File: src/rtl/coriolis_ker1_subker0_join.sv
// Join stage for ker1/subker0: pairs in1/in2 in arrival order through 2-entry FIFOs
// and emits in1 +/- in2 on a single registered, back-pressurable output.
module coriolis_ker1_subker0_join #(
    parameter int STREAMW = 32,
    parameter bit SUB     = 1'b1
) (
    input  logic               clk,
    input  logic               rst,
    input  logic               ivalid_in1,
    input  logic [STREAMW-1:0] in1,
    output logic               iready_in1,
    input  logic               ivalid_in2,
    input  logic [STREAMW-1:0] in2,
    output logic               iready_in2,
    output logic               ovalid,
    output logic [STREAMW-1:0] out1,
    input  logic               oready
);

    logic [STREAMW-1:0] mem1 [2];
    logic [STREAMW-1:0] mem2 [2];
    logic               wptr1, rptr1, wptr2, rptr2;
    logic [1:0]         count1, count2;
    logic               push1, push2;
    logic               slot_free, fire;
    logic [STREAMW-1:0] head1, head2, result;

    // Readies depend only on registered counts (and are forced low while in reset).
    assign iready_in1 = ~rst & (count1 != 2'd2);
    assign iready_in2 = ~rst & (count2 != 2'd2);
    assign push1      = ivalid_in1 & iready_in1;
    assign push2      = ivalid_in2 & iready_in2;

    assign slot_free  = ~ovalid | oready;
    assign fire       = (count1 != 2'd0) & (count2 != 2'd0) & slot_free;

    assign head1      = mem1[rptr1];
    assign head2      = mem2[rptr2];
    assign result     = SUB ? (head1 - head2) : (head1 + head2);

    always_ff @(posedge clk) begin
        if (rst) begin
            wptr1  <= 1'b0;
            rptr1  <= 1'b0;
            count1 <= '0;
        end else begin
            if (push1) begin
                mem1[wptr1] <= in1;
                wptr1       <= ~wptr1;
            end
            if (fire) begin
                rptr1 <= ~rptr1;
            end
            case ({push1, fire})
                2'b10:   count1 <= count1 + 2'd1;
                2'b01:   count1 <= count1 - 2'd1;
                default: count1 <= count1;
            endcase
        end
    end

    always_ff @(posedge clk) begin
        if (rst) begin
            wptr2  <= 1'b0;
            rptr2  <= 1'b0;
            count2 <= '0;
        end else begin
            if (push2) begin
                mem2[wptr2] <= in2;
                wptr2       <= ~wptr2;
            end
            if (fire) begin
                rptr2 <= ~rptr2;
            end
            case ({push2, fire})
                2'b10:   count2 <= count2 + 2'd1;
                2'b01:   count2 <= count2 - 2'd1;
                default: count2 <= count2;
            endcase
        end
    end

    // Draining clears ovalid but keeps out1 at its last value.
    always_ff @(posedge clk) begin
        if (rst) begin
            ovalid <= 1'b0;
            out1   <= '0;
        end else if (fire) begin
            ovalid <= 1'b1;
            out1   <= result;
        end else if (oready) begin
            ovalid <= 1'b0;
        end
    end

endmodule

File: config.mk
export PLATFORM = sky130hd
export DESIGN_NAME = coriolis_ker1_subker0_join
export DESIGN_NICKNAME = d
export VERILOG_FILES = /design/src/rtl/coriolis_ker1_subker0_join.sv
export SDC_FILE = /design/constraint.sdc
export NUM_CORES = 1
export LEC_CHECK = 0
export CORE_UTILIZATION = 40
export CTS_CLUSTER_DIAMETER = 30
export DETAILED_ROUTE_END_ITERATION = 12
export DONT_BUFFER_PORTS = 1
export GPL_TIMING_DRIVEN = 0
export SYNTH_ARGS = -nofsm -noshare
export SYNTH_HDL_FRONTEND = slang
export SYNTH_SLANG_ARGS = --single-unit
File: constraint.sdc
create_clock -name clk -period 2.9 [get_ports clk]
set_clock_uncertainty 0.1 [all_clocks]
set_input_delay 0.435 -clock clk [delete_from_list [all_inputs] [get_ports clk]]
set_output_delay 0.435 -clock clk [all_outputs]
set_load 0.01 [all_outputs]
==> metrics.txt <==
Most common cell on crit path=o2111ai_4; Least-Margin Pin Slew=between 0.9 and 1 ns; kind of critical path=reg -> reg; hold depth=2; Num CTS Buffers=17; crit-path max cell delay=0.44 ns; FF-to-FF setup slack=-0.10 ns; Ports=between 100 and 150; Synth area leaders=edfxtp_1 48%, dfxtp_1 11%, ha_1 5.1%; vias in the first global route=5601; fillers=1643; sequential standard cell area=~4700 µm²; Final WS setup=-0.1011 ns; 1st-iter DRT viols=311; syn_nets=~740; outcome=complete, but fails checks; Core Footprint=19590 µm²; met1 usage=0.2579; routing usage on met3=0.05232; f_max=333.2 MHz; Final Hold Fails=0; initial antenna violation count=0; Buffers on Ports=0; Crit-path slowest cell=dfxtp_4; period utilization=1.035; top cells by count, synth=128 x edfxtp_1, 49 x nand2_1, 44 x a21oi_1, 43 x dfxtp_1, 35 x mux2i_1; layout cells sized above 1=0.2589; Pint=approximately 5.2 mW; Switching Power=approximately 2.3 mW; Total Power=7.480 mW; CP arrival=around 3.2 ns; DR WL/cell=19.55 µm; via/cell ratio=5.354; cell area after synthesis=8029 µm²; Worst-Skew Late Latency=around 0.43 ns; path depth of the worst reg2reg path=11; CP bufs+invs=2; first-pass iteration count of the detailed router=5; Final Max Slew Viols=0; unrepaired setup endpoints after global routing=true; cell taking the most area after synthesis=edfxtp_1; synth warn=0; layout overhead on the synthesized area=32.54%; DRC viols=0; post-DP HPWL=roughly 14000 µm; EDFF count, synth=between 100 and 150; nets=851; Worst setup EP type=flop; Hold Path Sink=ovalid$_SDFFE_PP0P_; Logic pwr share=0.306; Overflow after GRT=0; Synth Flop Type=edfxtp_1; WP data required=about 3.1 ns; Final Non-Filler Cells=a little over 1000; part of the power in registers=0.393; Synth cell types=66; Startpoint Class=flop; Starting Density=0.4098; reg2reg end=out1[25]$_SDFFE_PP0P_; post-synthesis sequential area ratio=0.5859; pin count of the biggest net entering global routing=33; die footprint=20640 µm²; Die Height=143.7 µm; Top delay family on crit path=compound AO/OA/AOI/OAI gates; Sink Count=between 150 and 200; CTS tree=built; DRT antenna net count=0; post-layout min period=roughly 3 ns; # placed instances=907; share of the synthesized area in the top cell type=0.4787; Hold Crit Class=in -> reg; CP max FO=6; clock network power share=0.301; final setup vio count=6; worst hold path startpoint=oready; cell count after synthesis=640; number of synthesized register bits=~170; Total GRT Usage=0.2041; Max Cap Viol=0; leakage power=roughly 3.7 nW; # rows=51; RD Place Congestion=0.8935; top-count cell post-synth=edfxtp_1; CTS root buffer=clkbuf_16; Post-Route WL=around 20000 µm; Max clock buf depth=2; peak supply drop=between 0.0004 and 0.0005 V; Clock transition at path regs=roughly 0.060 ns; post-place setup slack=-0.7868 ns; vias=roughly 5500; setup tns final=-0.3489 ns; failing checks=setup timing; global routing's busiest layer=met2; Sw Share=0.3088; first-pass GRT wire length=between 30000 and 40000 µm; Synth async-reset ratio=0; worst-path cell chain=buf_12 -> mux2i_4 -> inv_1 -> ha_1 -> nor2b_4 -> o2111ai_4 -> a31oi_4 -> o2111ai_4 -> a21oi_1 -> or3_1 -> a32o_1; Pwr Density=702.9 nW/µm²; synthesized area per cell=~13 µm²; Die Wd=143.7 µm; relative max-transition margin=0.3771; H-Tree Depth=4; multi-input logic area=roughly 3800 µm²; Antenna diodes=0; met2 usage=0.3273
[state kept, by name, indices dropped and copies added (netlist names), named ones only]
signal and count:
mem2 64, count1 2, count2 2, out1 32, rptr1 1, wptr2 1
wptr1 1, rptr2 1, mem1 64, ovalid 1
[power groups by stage]
stage	logic [mW]	registers [mW]	clock network, mW
after floorplan	1.27	2.94	0
after global placement	1.62	2.98	0
after detailed placement	1.66	2.98	0
after CTS	2.10	2.93	2.30
after global routing	2.48	2.96	2.40
final	2.29	2.94	2.25
[worst reg2reg max path, stage by stage, from the launching register on]
cell	delay, ns
dfxtp_4	0.44
buf_12	0.16
mux2i_4	0.27
inv_1	0.08
ha_1	0.30
nor2b_4	0.14
o2111ai_4	0.24
a31oi_4	0.20
o2111ai_4	0.29
a21oi_1	0.12
or3_1	0.31
a32o_1	0.25
[worst max path at each step]
stage / from / end / slack [ns] / depth (start not counted)
5_1_grt: flop / out1[29]$_SDFFE_PP0P_ / -0.16 / 11
4_1_cts: flop / out1[29]$_SDFFE_PP0P_ / -0.13 / 12
3_3_place_gp: count2[0]$_SDFFE_PP0P_ / mem2[0][17]$_DFFE_PP_ / -1.03 / 4
3_5_place_dp: flop / out1[28]$_SDFFE_PP0P_ / -0.79 / 11
6_report: flop / out1[25]$_SDFFE_PP0P_ / -0.10 / 11
2_1_floorplan: flop / out1[30]$_SDFFE_PP0P_ / 0.02 / 11
[cells by family (layout without fill, tap and decap cells)]
| logic type | Yosys count | in the layout | synth area share |
|---|---|---|---|
| flops | 171 | 171 | 0.5859 |
| compound gates | 157 | 157 | 0.1365 |
| simple gates | 145 | 145 | 0.08867 |
| mux | 65 | 65 | 0.08571 |
| buf+inv | 46 | 167 | 0.02524 |
| fa+ha+maj | 34 | 34 | 0.05392 |
| xor+xnor | 22 | 22 | 0.02400 |
[area by class of cell]
type                    instances  share of cell area
plain buffers                  22             0.02116
clock buffers                  18             0.04127
clock inverters                14             0.01364
inverters                      17            0.005996
multi-input cells             423              0.3527
flip-flops and latches        171              0.4426
well taps                     265             0.03116
repair buffers                 96             0.09148
[metrics by stage]
stage | hold slack (ns) | instance area (µm²) | utilization
finish | 0.1544 | 10640 | 0.5432
global route | 0.1838 | 10640 | 0.5432
CTS | 0.1382 | 10340 | 0.5280
detailed placement | 0.4044 | 8462 | 0.4319
global placement | 0.3883 | 8389 | 0.4282
floorplan | 0.3715 | 8058 | -
[cells in the final DEF, fill, tap and decap left out, types with 4 or more instances in the layout]
master         count
ha_1              14
buf_6              4
mux2i_2            8
xor2_1            10
mux2i_1           18
dlygate4sd3_1     64
a21oi_2            9
o21bai_1           7
mux2_4             7
o211ai_1          10
ha_4              15
o21ai_0           21
xnor2_1           12
nand3_1           10
a211oi_1           7
ha_2               4
edfxtp_1         128
buf_4             24
clkinv_4           4
nor2_1            26
mux2_2            23
buf_12             5
o21ai_1            7
nand4_1           10
nor3_1             4
clkbuf_1           6
or3_1             11
clkinv_2           5
clkbuf_16         20
dfxtp_1           41
a21o_1            18
nand2b_1           7
mux2i_4            9
nand2_1           48
a21oi_1           34
o21a_1             6
inv_1             15
a21oi_4            5
[metal layers]
metal | vias to the layer above | wire length [µm]
li1 | 2650 | -
met1 | 2671 | 8896
met2 | 146 | 9527
met3 | 26 | 1169
met4 | 0 | 466
met5 | - | 0
[repair_timing]
item | CTS | global route
gates cloned | 1 | 0
hold buffers | 64 | 0
resized for setup | 88 | 60
hold endpoints to repair | 128 | 0
pin swaps | 29 | 29
setup endpoints to repair | 27 | 22
setup buffers | 17 | 12
No activity file was read; power rests on OpenSTA's default activity.
